[src/rtl/spi_coeff_loader.sv]
// SPI-fed FIR coefficient loader: frames write a shadow bank, committed to coeffs on cs rise.
// Inputs synchronized (2 flops); coeffUpdate follows the cs rise by 2 sync + 1 detect + 1 commit cycles.
module spi_coeff_loader #(
  parameter int NTaps     = 13,
  parameter int DataWidth = 8
) (
  input  logic                         clk,
  input  logic                         reset,
  input  logic                         spiClk,
  input  logic                         mosi,
  input  logic                         cs,
  output logic [NTaps*DataWidth-1:0]   coeffs,
  output logic                         coeffUpdate,
  output logic                         busy
);

  localparam int         SrW      = (DataWidth > 8) ? DataWidth : 8;
  localparam logic [8:0] NTapsW   = 9'(NTaps);
  localparam logic [7:0] LastData = 8'(DataWidth - 1);

  typedef enum logic [1:0] {IDLE, ADDR, DATA} state_t;

  logic [1:0]                 r_cs_sync, r_sclk_sync, r_mosi_sync;
  logic                       r_cs_prev, r_sclk_prev;
  state_t                     r_state;
  logic [7:0]                 r_bit_cnt;
  logic [SrW-1:0]             r_shift;
  logic [7:0]                 r_ptr;
  logic                       r_wr_flag;
  logic                       r_commit;
  logic                       r_busy;
  logic                       r_upd;
  logic [NTaps*DataWidth-1:0] r_shadow;
  logic [NTaps*DataWidth-1:0] r_coeffs;

  logic                 w_cs_fall, w_cs_rise, w_sclk_rise;
  logic [SrW-1:0]       w_shift_next;
  logic [DataWidth-1:0] w_word;

  // Synchronizers reset to bus-idle levels so release never fakes an edge.
  always_ff @(posedge clk or posedge reset) begin
    if (reset) begin
      r_cs_sync   <= 2'b11;
      r_sclk_sync <= 2'b00;
      r_mosi_sync <= 2'b00;
      r_cs_prev   <= 1'b1;
      r_sclk_prev <= 1'b0;
    end else begin
      r_cs_sync   <= {r_cs_sync[0], cs};
      r_sclk_sync <= {r_sclk_sync[0], spiClk};
      r_mosi_sync <= {r_mosi_sync[0], mosi};
      r_cs_prev   <= r_cs_sync[1];
      r_sclk_prev <= r_sclk_sync[1];
    end
  end

  assign w_cs_fall    = r_cs_prev & ~r_cs_sync[1];
  assign w_cs_rise    = ~r_cs_prev & r_cs_sync[1];
  assign w_sclk_rise  = r_sclk_sync[1] & ~r_sclk_prev;
  assign w_shift_next = {r_shift[SrW-2:0], r_mosi_sync[1]};
  assign w_word       = w_shift_next[DataWidth-1:0];

  always_ff @(posedge clk or posedge reset) begin
    if (reset) begin
      r_state   <= IDLE;
      r_bit_cnt <= '0;
      r_shift   <= '0;
      r_ptr     <= '0;
      r_wr_flag <= 1'b0;
      r_commit  <= 1'b0;
      r_busy    <= 1'b0;
      r_upd     <= 1'b0;
      r_shadow  <= '0;
      r_coeffs  <= '0;
    end else begin
      r_upd <= 1'b0;
      if (r_commit) begin
        r_coeffs <= r_shadow;
        r_upd    <= 1'b1;
        r_commit <= 1'b0;
      end
      case (r_state)
        IDLE: begin
          if (w_cs_fall) begin
            r_state   <= ADDR;
            r_busy    <= 1'b1;
            r_bit_cnt <= '0;
            r_shift   <= '0;
            r_wr_flag <= 1'b0;
          end
        end
        ADDR, DATA: begin
          // cs rise has priority over a coincident spiClk edge; partial words die here.
          if (w_cs_rise) begin
            r_state  <= IDLE;
            r_busy   <= 1'b0;
            r_commit <= r_wr_flag;
          end else if (w_sclk_rise) begin
            if (r_state == ADDR) begin
              if (r_bit_cnt == 8'd7) begin
                r_ptr     <= w_shift_next[7:0];
                r_state   <= DATA;
                r_bit_cnt <= '0;
                r_shift   <= '0;
              end else begin
                r_bit_cnt <= r_bit_cnt + 8'd1;
                r_shift   <= w_shift_next;
              end
            end else if (r_bit_cnt == LastData) begin
              if ({1'b0, r_ptr} < NTapsW) begin
                r_wr_flag <= 1'b1;
                for (int i = 0; i < NTaps; i++) begin
                  if (r_ptr == 8'(i)) r_shadow[i*DataWidth +: DataWidth] <= w_word;
                end
              end
              r_ptr     <= (r_ptr == 8'hFF) ? 8'hFF : r_ptr + 8'd1;
              r_bit_cnt <= '0;
              r_shift   <= '0;
            end else begin
              r_bit_cnt <= r_bit_cnt + 8'd1;
              r_shift   <= w_shift_next;
            end
          end
        end
        default: begin
          r_state <= IDLE;
          r_busy  <= 1'b0;
        end
      endcase
    end
  end

  assign coeffs      = r_coeffs;
  assign coeffUpdate = r_upd;
  assign busy        = r_busy;

endmodule
[config.mk]
export PLATFORM = sky130hd
export DESIGN_NAME = spi_coeff_loader
export DESIGN_NICKNAME = d
export VERILOG_FILES = /design/src/rtl/spi_coeff_loader.sv
export SDC_FILE = /design/constraint.sdc
export NUM_CORES = 1
export LEC_CHECK = 0
export CAP_MARGIN = 20
export CORE_MARGIN = 5
export CORE_UTILIZATION = 30
export DETAILED_ROUTE_END_ITERATION = 16
export GPL_TIMING_DRIVEN = 0
export PLACE_DENSITY_LB_ADDON = 0.12
export REMOVE_ABC_BUFFERS = 1
export SLEW_MARGIN = 20
export SYNTH_ARGS = -nofsm -noshare
export SYNTH_HDL_FRONTEND = slang
export SYNTH_SLANG_ARGS = --single-unit
[constraint.sdc]
create_clock -name clk -period 27.3 [get_ports clk]
set_clock_uncertainty 0.2 [all_clocks]
set_input_delay 5.46 -clock clk [delete_from_list [all_inputs] [get_ports clk]]
set_output_delay 5.46 -clock clk [all_outputs]
set_load 0.02 [all_outputs]
# Yosys cells after proc, flatten, opt, wreduce, memory -nomap -nowiden
# Cells that the tools add are included.
[totals] ff_bits=245 n_memories=0 elab_cells=118 rom_bits=0 mem_bits_rw=0 output_inout_bits=106 latchBits=0 input_bits=5
[op_classes] reduce_logical=22 n_lt_le_gt_ge=1 n_bitwise=8 addsub=2 mul=0 shifts=0 n_div=0 n_eq_ne=26 n_mux=32
[ops] operator="7-bit AND reduction" count=14
[ops] operator="8-bit 2-to-1 mux" count=8
[ops] operator="8-bit by 3-bit equality test with 1-bit output, second input constant" count=5
[ops] operator="8-bit by 4-bit equality test with 1-bit output, second input constant" count=5
[ops] operator="7-bit 2-to-1 mux" count=3
[ops] operator="8-bit by 1-bit adder with 8-bit output, second input constant" count=2
[ops] operator="8-bit by 2-bit equality test with 1-bit output, second input constant" count=2
[ops] operator="8-bit one-hot mux with 2 select lines" count=1
[ops] operator="2-bit != test, second input constant" count=7
[ops] operator="7-bit one-hot mux with 2 select lines" count=1
[ops] operator="4-bit AND reduction" count=3
[ops] operator="1-bit 2-to-1 mux" count=11
[ops] operator="2-bit 2-to-1 mux" count=5
[ops] operator="3-bit != test, second input constant" count=3
[ops] operator="8-bit by 1-bit equality test with 1-bit output, second input constant" count=1
[ops] operator="8-bit equality test, second input constant" count=1
[ops] operator="8-bit logical NOT" count=1
[ops] operator="8-bit by 4-bit < comparator with 1-bit output, second input constant" count=1
[ops] operator="1-bit NOT" count=5
[ops] operator="1-bit one-hot mux with 2 select lines" count=2
[ops] operator="2-bit one-hot mux with 2 select lines" count=1
[ops] operator="1-bit AND" count=3
[ops] operator="2-bit by 1-bit equality test with 1-bit output, second input constant" count=1
[ops] operator="2-bit equality test, second input constant" count=1
[ops] operator="4 further kinds" count=4

# Logic depth before layout (Yosys ltp)
[depth] ltp_word=7 ltp_mapped=8 ltp_nobuf=6

# Worst setup path before layout
# OpenSTA, ideal clock, no wires.
[synth_path] path_type="reg2out" startpoint="register r_busy (netlist: busy)" endpoint="output port busy" slack_ns=21.215 stages_incl_launch_ff=1 n_path_buf=0 arrival_ns=0.425 required_ns=21.640 cell_sequence="dfrtp_1"
[synth_rtl] item="start, declared" line="31" text="logic r_busy;"
[synth_rtl] item="start signal, assigned" line="71" text="r_busy <= 1'b0;"
[synth_rtl] item="start signal, assigned" line="86" text="r_busy <= 1'b1;"
[synth_rtl] item="start signal, assigned" line="96" text="r_busy <= 1'b0;"
[synth_rtl] item="end, declared" line="14" text="output logic busy"
# No word-level cell between the ends.

# Final worst setup path
[layout_path] startpoint="register r_coeffs[69] (netlist: coeffs[69])" endpoint="output port coeffs[69]"
[layout_rtl] item="start, declared" line="34" text="logic [NTaps*DataWidth-1:0] r_coeffs;"
[layout_rtl] item="start signal, assigned" line="78" text="r_coeffs <= r_shadow;"
[layout_rtl] item="end, declared" line="12" text="output logic [NTaps*DataWidth-1:0] coeffs,"
# No word-level cell between the ends.

==> results.tsv <==
stage	metric	value	unit
run_status	status	complete, no violations	
cts	clkLatencyLatePin	0.53	ns
grt	grt_pass1_wl	36800	µm
layout	drive_gt1_share	35.7	%
die	rows	66	
run	drv_cap	0	
routing	initialDrtViolationCount	312	
layout	n_antenna_cell	0	
critical_path	cpMaxStageDelayCell	clkdlybuf4s50_1	
synthesis	yosys-top-cells-area	dfrtp_1, mux2_2, nor4_4	
hold_path	hold_path.startpoint	r_mosi_sync[0]$_DFF_PP0_	
die	die_area	0.0370	mm²
layout	final_cell_mix	dfrtp_1, mux2_2, clkdlybuf4s50_1	
sta	min_period	7.21	ns
synthesis	ys_ff_latch	245	
critical_path	cp.arrival	1.55	ns
synthesis	netlist_area	0.00999	mm²
synthesis	synthArstFlopShare	100	%
critical_path	cp.required	21.64	ns
placement	place_hpwl	14400	µm
layout	syn2layout_area_growth	25.8	%
critical_path	critical_path_buf_inv_count	1	
sta	max_slew_margin	32.9	%
hold_path	min_path_cells	0	
synthesis	syn_area_per_cell	15.0	µm²
synthesis	netlist.area_leader.share	60.6	%
grt	antenna_found_initial	0	
cts	ctsHoldBuffers	0	
power	internal-power	0.000624	W
placement	port_buffers	110	
cts	cts.sinks	245	
sta	tightestPinTransition	1.01	ns
critical_path	cp_max_fo	2	
grt	grt_max_degree	103	
critical_path	r2r_end	r_shadow[52]$_DFFE_PP0P_	
routing	drt_wl_total	23100	µm
cts	cts_buffer_depth	3	
synthesis	postSynthCellCount	666	
synthesis	ys.flop_type	dfrtp_1	
power	netSwitchingPower	0.000197	W
cts	clk_pin_slew	0.06	ns
die	die_h	192	µm
cts	cts_htree_levels	1	
cts	cts_tree	built	
cts	cts_buffers	28	
critical_path	setup.worst_path.end_class	output pin	
critical_path	crit_type	reg -> out	
critical_path	cp_cell_sequence	clkdlybuf4s50_1	
synthesis	ys_types	51	
routing	antenna_left	0	
critical_path	crit_family	buffers and inverters	
routing	drc_errors	0	
placement	dp_cells	1184	
synthesis	synth.largest_area_cell	dfrtp_1	
critical_path	rr_startpoint	r_state[0]$_DFFE_PP0P_	
power	peakVddDrop	0.0000435	V
layout	fin_cells	1233	
layout	nets	785	
routing	via_per_inst	4.70	
sta	hold_viol	0	
hold_path	min_path_type	reg -> reg	
hold_path	whs_endpoint	r_mosi_sync[1]$_DFF_PP0_	
grt	track_usage	12.5	%
sta	fmax	139	MHz
placement	gp_congestion	0.812	
critical_path	slowest_delay	0.63	ns
synthesis	ys_seq_area_share	61.4	%
power	seqPwrFrac	45.8	%
layout	post-route-util	38.4	%
cts	cts.repair.resized	0	
sta	period_share	26.4	%
die	initial_core_util	30.5	%
power	p_clk_share	46.6	%
synthesis	yosys_warnings	0	
routing	vias	5798	
critical_path	r2r_cells	6	
synthesis	synth-edff-count	0	
die	dieWidth	192	µm
sta	rsz0062_at_grt	no	
critical_path	critPathLaunch	coeffs[69]$_DFFE_PP0P_	
grt	grt_pass1_vias	6412	
power	p_sw_share	24.0	%
sta	finalMaxSlewViolations	0	
routing	wl_per_cell	18.7	µm
cts	clockRootBuffer	clkbuf_16	
layout	layout_commonest_cell	dfrtp_1	
cts	cts_setup_buffers	0	
die	core-area	0.0327	mm²
power	power_density	65.3	mW/mm²
grt	overflow	0	
sta	setup_viol	0	
power	pwr-share-comb	7.5	%
power	leakagePower	5.83	nW
critical_path	start_kind	flop	
routing	drt_first_pass_iters	4	
sta	fin_setup_tns	0	ns
die	io_pins	111	
critical_path	rrSetupSlack	24.06	ns
==> layout make-up <==
cell class,count,area (µm²)
timing repair buffer,114,1210
tap,442,553
inverter,13,56.3
fill,3134,20100
multi-input combinational,370,3650
clock buffer,37,806
sequential,245,6140
clock inverter,12,150
==> cell usage after synthesis, drive strengths merged, types with 3 or more instances <==
cell,number
a31oi,5
a211oi,3
o22a,5
nor4,18
clkbuf,29
mux2,211
nor2,11
and4,3
nand4,3
o21ai,4
ha,8
inv,13
nand3,4
dfrtp,242
a22o,11
nor3,10
nor2b,7
a21oi,11
nand2,21
buf,9
dfstp,3
o21a,3
==> kinds of logic after synthesis <==
group | synth area share (%)
DFF | 61.4
adders and majority gates | 1.00
AOI/OAI and AO/OA | 4.11
buffers and inverters | 2.09
muxes | 24.0
and+or+nand+nor | 7.39
==> how the worst max path moves through the flow <==
stage | end | slack, ns | depth (start not counted)
floorplan | busy$_DFFE_PP0P_ | 14.92 | 1
global placement | coeffs[12]$_DFFE_PP0P_ | 11.91 | 2
detailed placement | r_commit$_DFF_PP0_ | 20.21 | 3
CTS | coeffs[80] | 20.05 | 1
global route | coeffs[7] | 20.04 | 1
finish | coeffs[69] | 20.09 | 1
==> power by group through the flow <==
stage / Sequential (W) / Combinational, W / Clock (W)
floorplan: 0.000381 / 0.0000438 / 0
global placement: 0.000386 / 0.0000559 / 0
detailed placement: 0.000383 / 0.0000628 / 0
CTS: 0.000376 / 0.0000630 / 0.000398
global route: 0.000377 / 0.0000683 / 0.000410
finish: 0.000376 / 0.0000619 / 0.000383
==> flip-flops by register name (all words and copies together), names as in the netlist <==
| register | flops |
|---|---|
| r_sclk_sync | 2 |
| r_mosi_sync | 2 |
| r_bit_cnt | 8 |
| r_cs_prev | 1 |
| busy | 1 |
| r_sclk_prev | 1 |
| r_state | 2 |
| coeffUpdate | 1 |
| r_shift | 7 |
| r_ptr | 8 |
| r_wr_flag | 1 |
| r_commit | 1 |
| r_shadow | 104 |
| r_cs_sync | 2 |
| coeffs | 104 |
==> metal layers <==
| metal | global-route usage (%) | wire, µm | up-vias |
|---|---|---|---|
| met5 | 0 | 0 | - |
| met4 | 2.80 | 363 | 0 |
| met3 | 2.44 | 964 | 29 |
| met2 | 21.7 | 11800 | 102 |
| met1 | 16.2 | 9940 | 3048 |
| li1 | - | - | 2619 |
==> through the flow <==
step	setup WS [ns]	hold slack, ns	cell area, µm²	power (W)
2_1_floorplan	14.92	0.131	9830	0.000425
3_3_place_gp	11.91	0.136	11500	0.000441
3_5_place_dp	20.21	0.147	11600	0.000446
4_1_cts	20.05	0.160	12600	0.000837
5_1_grt	20.04	0.167	12600	0.000855
6_report	20.09	0.158	12600	0.000821
No activity file was read; power rests on OpenSTA's default activity.
